--- src/rtl/axi_xbar_pkg.sv ---
// Shared AXI crossbar widths plus the requester-pick helper used by the AW arbiter.
package axi_xbar_pkg;

    localparam int unsigned AW_ADDR_W  = 14;
    localparam int unsigned AW_LEN_W   = 8;
    localparam int unsigned AW_SIZE_W  = 3;
    localparam int unsigned AW_BURST_W = 2;
    localparam int unsigned AW_ID_W    = 6;
    localparam int unsigned NUM_MST    = 4;
    localparam int unsigned IDX_W      = 2;

    typedef logic [IDX_W-1:0] idx_t;

    // First valid requester at or after ptr, scanning modulo NUM_MST; ptr=0 gives fixed priority.
    function automatic idx_t rr_pick(input logic [NUM_MST-1:0] valid, input idx_t ptr);
        idx_t idx;
        logic found;
        rr_pick = ptr;
        found   = 1'b0;
        for (int i = 0; i < NUM_MST; i++) begin
            idx = ptr + IDX_W'(i);
            if (!found && valid[idx]) begin
                rr_pick = idx;
                found   = 1'b1;
            end
        end
    endfunction

endpackage

--- src/rtl/streamfifo.sv ---
// Small synchronous FIFO; DEPTH must be a power of two so the pointers wrap naturally.
module streamfifo #(
    parameter int unsigned WIDTH = 2,
    parameter int unsigned DEPTH = 4
) (
    input  logic             clk,
    input  logic             rst_n,
    input  logic             push_i,
    input  logic [WIDTH-1:0] data_i,
    input  logic             pop_i,
    output logic [WIDTH-1:0] data_o,
    output logic             full_o,
    output logic             empty_o
);

    localparam int unsigned PtrW = (DEPTH > 1) ? $clog2(DEPTH) : 1;
    localparam int unsigned CntW = $clog2(DEPTH + 1);

    logic [WIDTH-1:0] mem_q [DEPTH];
    logic [PtrW-1:0]  wr_ptr_q, wr_ptr_d;
    logic [PtrW-1:0]  rd_ptr_q, rd_ptr_d;
    logic [CntW-1:0]  count_q, count_d;
    logic             push_ok, pop_ok;

    assign full_o  = (count_q == CntW'(DEPTH));
    assign empty_o = (count_q == '0);
    assign data_o  = mem_q[rd_ptr_q];
    assign push_ok = push_i && !full_o;
    assign pop_ok  = pop_i && !empty_o;

    always_comb begin
        wr_ptr_d = push_ok ? wr_ptr_q + PtrW'(1) : wr_ptr_q;
        rd_ptr_d = pop_ok ? rd_ptr_q + PtrW'(1) : rd_ptr_q;
        count_d  = count_q;
        if (push_ok && !pop_ok) begin
            count_d = count_q + CntW'(1);
        end else if (pop_ok && !push_ok) begin
            count_d = count_q - CntW'(1);
        end
    end

    always_ff @(posedge clk or negedge rst_n) begin
        if (!rst_n) begin
            wr_ptr_q <= '0;
            rd_ptr_q <= '0;
            count_q  <= '0;
        end else begin
            wr_ptr_q <= wr_ptr_d;
            rd_ptr_q <= rd_ptr_d;
            count_q  <= count_d;
        end
    end

    // Storage needs no reset: contents are only observed while count_q is non-zero.
    always_ff @(posedge clk) begin
        if (push_ok) begin
            mem_q[wr_ptr_q] <= data_i;
        end
    end

endmodule

--- src/rtl/write_address_arbiter.sv ---
// AW arbiter for NUM_MST requesters with a W-order queue telling the W mux whom to route next.
// Define WAA_FIXED_PRIORITY_EN for lowest-index-wins arbitration instead of round-robin.
module write_address_arbiter
    import axi_xbar_pkg::*;
#(
    parameter int unsigned ORDER_DEPTH = 4
) (
    input  logic                                clk,
    input  logic                                rst_n,
    input  logic [NUM_MST-1:0][AW_ADDR_W-1:0]   s_aw_addr,
    input  logic [NUM_MST-1:0][AW_LEN_W-1:0]    s_aw_awlen,
    input  logic [NUM_MST-1:0][AW_SIZE_W-1:0]   s_aw_awsize,
    input  logic [NUM_MST-1:0][AW_BURST_W-1:0]  s_aw_awburst,
    input  logic [NUM_MST-1:0][AW_ID_W-1:0]     s_aw_awid,
    input  logic [NUM_MST-1:0]                  s_aw_valid,
    output logic [NUM_MST-1:0]                  s_aw_ready,
    output logic [AW_ADDR_W-1:0]                m_axi_aw_addr,
    output logic [AW_LEN_W-1:0]                 m_axi_aw_awlen,
    output logic [AW_SIZE_W-1:0]                m_axi_aw_awsize,
    output logic [AW_BURST_W-1:0]               m_axi_aw_awburst,
    output logic [AW_ID_W-1:0]                  m_axi_aw_awid,
    output logic                                m_axi_aw_valid,
    input  logic                                m_axi_aw_ready,
    output logic [IDX_W-1:0]                    w_order_idx,
    output logic                                w_order_valid,
    input  logic                                w_last_fire
);

    localparam logic [0:0] StIdle  = 1'b0;
    localparam logic [0:0] StGrant = 1'b1;

    logic [0:0] state_q, state_d;
    idx_t       grant_idx_q, grant_idx_d;
    idx_t       winner;
    idx_t       fifo_head;
    logic       fifo_full, fifo_empty;
    logic       push;

`ifdef WAA_FIXED_PRIORITY_EN
    assign winner = rr_pick(s_aw_valid, IDX_W'(0));
`else
    idx_t rr_ptr_q, rr_ptr_d;

    assign winner = rr_pick(s_aw_valid, rr_ptr_q);

    always_comb begin
        rr_ptr_d = rr_ptr_q;
        if (push) begin
            rr_ptr_d = grant_idx_q + IDX_W'(1);
        end
    end

    always_ff @(posedge clk or negedge rst_n) begin
        if (!rst_n) begin
            rr_ptr_q <= '0;
        end else begin
            rr_ptr_q <= rr_ptr_d;
        end
    end
`endif

    // Fullness is sampled only in IDLE, so a grant already issued always has a free slot.
    always_comb begin
        state_d     = state_q;
        grant_idx_d = grant_idx_q;
        push        = 1'b0;
        case (state_q)
            StIdle: begin
                if (|s_aw_valid && !fifo_full) begin
                    grant_idx_d = winner;
                    state_d     = StGrant;
                end
            end
            default: begin
                if (m_axi_aw_ready) begin
                    push    = 1'b1;
                    state_d = StIdle;
                end
            end
        endcase
    end

    always_ff @(posedge clk or negedge rst_n) begin
        if (!rst_n) begin
            state_q     <= StIdle;
            grant_idx_q <= '0;
        end else begin
            state_q     <= state_d;
            grant_idx_q <= grant_idx_d;
        end
    end

    always_comb begin
        s_aw_ready       = '0;
        m_axi_aw_valid   = 1'b0;
        m_axi_aw_addr    = '0;
        m_axi_aw_awlen   = '0;
        m_axi_aw_awsize  = '0;
        m_axi_aw_awburst = '0;
        m_axi_aw_awid    = '0;
        if (state_q == StGrant) begin
            m_axi_aw_valid          = 1'b1;
            m_axi_aw_addr           = s_aw_addr[grant_idx_q];
            m_axi_aw_awlen          = s_aw_awlen[grant_idx_q];
            m_axi_aw_awsize         = s_aw_awsize[grant_idx_q];
            m_axi_aw_awburst        = s_aw_awburst[grant_idx_q];
            m_axi_aw_awid           = s_aw_awid[grant_idx_q];
            s_aw_ready[grant_idx_q] = m_axi_aw_ready;
        end
    end

    streamfifo #(
        .WIDTH (IDX_W),
        .DEPTH (ORDER_DEPTH)
    ) u_order_fifo (
        .clk     (clk),
        .rst_n   (rst_n),
        .push_i  (push),
        .data_i  (grant_idx_q),
        .pop_i   (w_last_fire),
        .data_o  (fifo_head),
        .full_o  (fifo_full),
        .empty_o (fifo_empty)
    );

    assign w_order_valid = !fifo_empty;
    assign w_order_idx   = fifo_empty ? '0 : fifo_head;

endmodule

--- config.mk ---
export PLATFORM = sky130hd
export DESIGN_NAME = write_address_arbiter
export DESIGN_NICKNAME = d
export VERILOG_FILES = /design/src/rtl/axi_xbar_pkg.sv /design/src/rtl/streamfifo.sv /design/src/rtl/write_address_arbiter.sv
export SDC_FILE = /design/constraint.sdc
export NUM_CORES = 1
export LEC_CHECK = 0
export BUFFER_PORTS_ARGS = -buffer_cell sky130_fd_sc_hd__buf_2
export CAP_MARGIN = 25
export CORE_UTILIZATION = 39
export CTS_CLUSTER_DIAMETER = 40
export CTS_CLUSTER_SIZE = 8
export DETAILED_ROUTE_END_ITERATION = 7
export GPL_TIMING_DRIVEN = 0
export HOLD_SLACK_MARGIN = 0.12
export PLACE_DENSITY = 0.9
export SYNTH_ARGS = -nofsm -noshare
export SYNTH_HDL_FRONTEND = slang
export SYNTH_HIERARCHICAL = 1
export SYNTH_SLANG_ARGS = --single-unit
--- constraint.sdc ---
create_clock -name clk -period 2.4 [get_ports clk]
set_input_delay 0.24 -clock clk [delete_from_list [all_inputs] [get_ports clk]]
set_output_delay 0.24 -clock clk [all_outputs]
set_load 0.005 [all_outputs]
==> run_results.csv <==
group,metric,value,unit
power,fin_total_pwr,3220,uW
run,drv_cap,0,
grt,grt_pass1_vias,2177,
worst_setup_path,crit_type,"flop to output pin",
yosys,syn_nets,321,
power,leakagePower,0.00163,uW
power,combPwrFrac,0.722,
placement,placed_cells,421,
power,clkPwrFrac,0.068,
worst_setup_path,critPathRequiredTime,2.16,ns
worst_setup_path,crit_buf_inv,3,
yosys,synth_cells,171,
finish,finalNetCount,509,
timing,min_period,2.23,ns
timing,fin_worst_skew,0.00188,ns
finish,final_common_cell,"buf_2",
cts,clk_latency,0.25,ns
power,p_per_area,996,mW/mm^2
yosys,synth_area,0.00216,mm^2
yosys,yosys_warnings,6,
finish,fill_cells,438,
timing,fin_ws,0.170,ns
worst_setup_path,cp_cell_sequence,"buf_6, buf_8, mux4_2, and2_1, buf_2",
run_status,status,"finished, final reports clean",
worst_setup_path,ff2ff_path_depth,8,
yosys,avgSynthCellArea,12.7,um^2
timing,hold_viol_final,0,
die,die_h,76.5,um
finish,drive_gt1_frac,0.645,
grt,grt_use_met2,0.447,
timing,worst_pin_slew,0.869,ns
power,ir_worst_vdd,0.000602,V
power,seqPwrFrac,0.210,
detailed_routing,detail_route.wl_per_cell,16.9,um
detailed_routing,via_per_inst,5.16,
die,rows,26,
worst_setup_path,crit_arrival,1.99,ns
detailed_routing,routed_wl,7.25,mm
yosys,synth_edf_count,8,
cts,h-tree-depth,1,
grt,grt_overflow,0,
grt,grtUsageMet3,0.0455,
worst_setup_path,cp.depth,5,
grt,grt_antenna_before_repair,2,
cts,clock_sinks,20,
die,ios,181,
worst_setup_path,end_kind,"output pin",
detailed_routing,drc,0,
timing,final.period_utilization,0.929,
cts,cts_tree,"built",
timing,setup_viol,0,
timing,relSlewSlack,0.413,
power,p_int,1970,uW
placement,numPortBuffers,180,
cts,cts_made_buffers,3,
die,fp.coreArea,0.00524,mm^2
die,dieArea,0.00585,mm^2
cts,root_buffer,"clkbuf_8",
detailed_routing,antenna_left,0,
grt,grt_pass1_wl,11.2,mm
timing,max_freq,448,MHz
cts,clk_pin_slew,0.07,ns
yosys,ys_types,34,
finish,final_cell_mix,"buf_2 (184), and2_1 (36), mux4_2 (30)",
finish,area_delta_synth_final,49.5,%
grt,grt_max_degree,15,
yosys,synthArstFlopShare,0.600,
yosys,ys.flop_type,"dfrtp_1",
timing,fin_tns_setup,0,ns
hold_path,hold_class,"primary input to flop",
die,start_util,0.413,
timing,slew_viol_final,0,
yosys,ys_ff_latch,20,
placement,dp.final_hpwl,6.22,mm
worst_setup_path,cp_max_fo,10,
detailed_routing,drtIter0Drc,66,
die,fp.dieW,76.5,um
grt,busiest_layer,"met2",
grt,use_met1,0.312,
finish,utilization,0.618,
worst_setup_path,max_stage_delay,0.55,ns
power,swShare,0.387,
yosys,ys_seq_area_frac,0.250,
power,switching_power,1250,uW
placement,dp_slack,-0.0703,ns
worst_setup_path,cp_top_family,"multiplexers",
hold_path,holdPathStages,2,
finish,final-instance-count-excl-fill,429,
detailed_routing,vias,2212,
placement,place.gp.congestion,0.830,
grt,grt.total_usage,0.249,
worst_setup_path,cp-start-kind,"flop",
worst_setup_path,cpMaxStageDelayCell,"mux4_2",
cts,clockBufferDepth,2,
detailed_routing,dr.pass1.iters,4,
## through the flow
stage	area [um^2]	hold slack, ns
final	3230	0.266
after global routing	3230	0.266
after CTS	3200	0.251
after detailed placement	3150	0.132
after global placement	3150	0.126
after floorplan	2160	-0.0556
## what timing repair did
action | CTS | global route
gates cloned | 0 | 0
gates resized for setup | 0 | 2
setup endpoints to repair | 2 | 2
setup buffers | 0 | 3
endpoints found under the hold margin | 12 | 0
hold buffers | 1 | 0
## routing by layer
metal,part of all wire,vias up,wire (um)
li1,-,1016,-
met1,0.39,1062,2820
met2,0.52,124,3800
met3,0.076,8,551
met4,0.0084,2,61
met5,0.0015,-,11
## registers in the layout (all words and copies together), names as in the netlist
signal                 cells
grant_idx_q                2
rr_ptr_q                   2
state_q                    1
u_order_fifo/count_q       3
u_order_fifo/mem_q         8
u_order_fifo/rd_ptr_q      2
u_order_fifo/wr_ptr_q      2
## cells in the mapped netlist, types with 2 or more instances
| cell type | count | area share |
|---|---|---|
| a21oi_1 | 3 | 0.0069 |
| and2_1 | 36 | 0.10 |
| and3_1 | 4 | 0.012 |
| buf_12 | 2 | 0.019 |
| buf_2 | 4 | 0.0093 |
| buf_6 | 2 | 0.010 |
| clkbuf_1 | 4 | 0.0069 |
| dfrtp_1 | 12 | 0.14 |
| edfxtp_1 | 8 | 0.11 |
| ha_1 | 9 | 0.052 |
| inv_1 | 12 | 0.021 |
| mux4_1 | 5 | 0.061 |
| mux4_2 | 30 | 0.31 |
| nand2_1 | 6 | 0.010 |
| nor2_1 | 4 | 0.0069 |
| nor2b_1 | 4 | 0.012 |
| o21ai_0 | 5 | 0.012 |
| xnor2_1 | 4 | 0.016 |
| xor2_1 | 2 | 0.0081 |
## logic make-up (layout without fill, tap and decap cells)
| kind of cell | count (synthesis) | in the layout | synth area share |
|---|---|---|---|
| flops | 20 | 20 | 0.250 |
| xor+xnor | 6 | 6 | 0.0243 |
| mux | 37 | 37 | 0.385 |
| compound gates | 14 | 14 | 0.0405 |
| other cells | 0 | 1 | 0 |
| simple gates | 59 | 59 | 0.166 |
| buf+inv | 25 | 212 | 0.0729 |
| fa+ha+maj | 10 | 10 | 0.0613 |
## power by group through the flow
stage          Combinational [uW]  Sequential (uW)  Clock (uW)
3_5_place_dp                 2300              677           0
6_report                     2330              676         219
4_1_cts                      2290              689         224
3_3_place_gp                 2230              666           0
5_1_grt                      2570              700         236
2_1_floorplan                1580              631           0
## worst paths after layout
| check | from | endpoint | slack [ns] |
|---|---|---|---|
| max in group asynchronous | rst_n | state_q$_DFF_PN0_ | 1.72 |
| hold reg to reg | u_order_fifo/rd_ptr_q[1]$_DFFE_PN0P_ | u_order_fifo/rd_ptr_q[1]$_DFFE_PN0P_ | 0.53 |
| setup / recovery | grant_idx_q[0]$_DFFE_PN0P_ | m_axi_aw_awsize[0] | 0.17 |
| hold / removal | m_axi_aw_ready | state_q$_DFF_PN0_ | 0.27 |
| setup reg to reg | u_order_fifo/count_q[0]$_DFFE_PN0P_ | u_order_fifo/count_q[2]$_DFFE_PN0P_ | 0.20 |
| min in group asynchronous | rst_n | u_order_fifo/count_q[0]$_DFFE_PN0P_ | 0.44 |
## final cells by class
class	instances	area [um^2]	share of cell area
Multi-Input combinational cell	126	1470	0.455
Timing Repair Buffer	184	933	0.289
Sequential cell	20	542	0.168
Buffer	12	109	0.0337
Tap cell	70	87.6	0.0271
Inverter	12	45.0	0.0139
Clock buffer	3	41.3	0.0128
Clock inverter	1	3.75	0.00116
Antenna cell	1	2.50	0.000774
## worst reg2reg max path: stages (launching register included)
cell	delay, ns
dfrtp_1	0.47
nor3_2	0.33
nand2b_1	0.21
ha_1	0.21
inv_1	0.06
fa_1	0.37
xor2_1	0.15
nor2_1	0.13
xor2_1	0.19
Power figures use the tool's default switching activity.
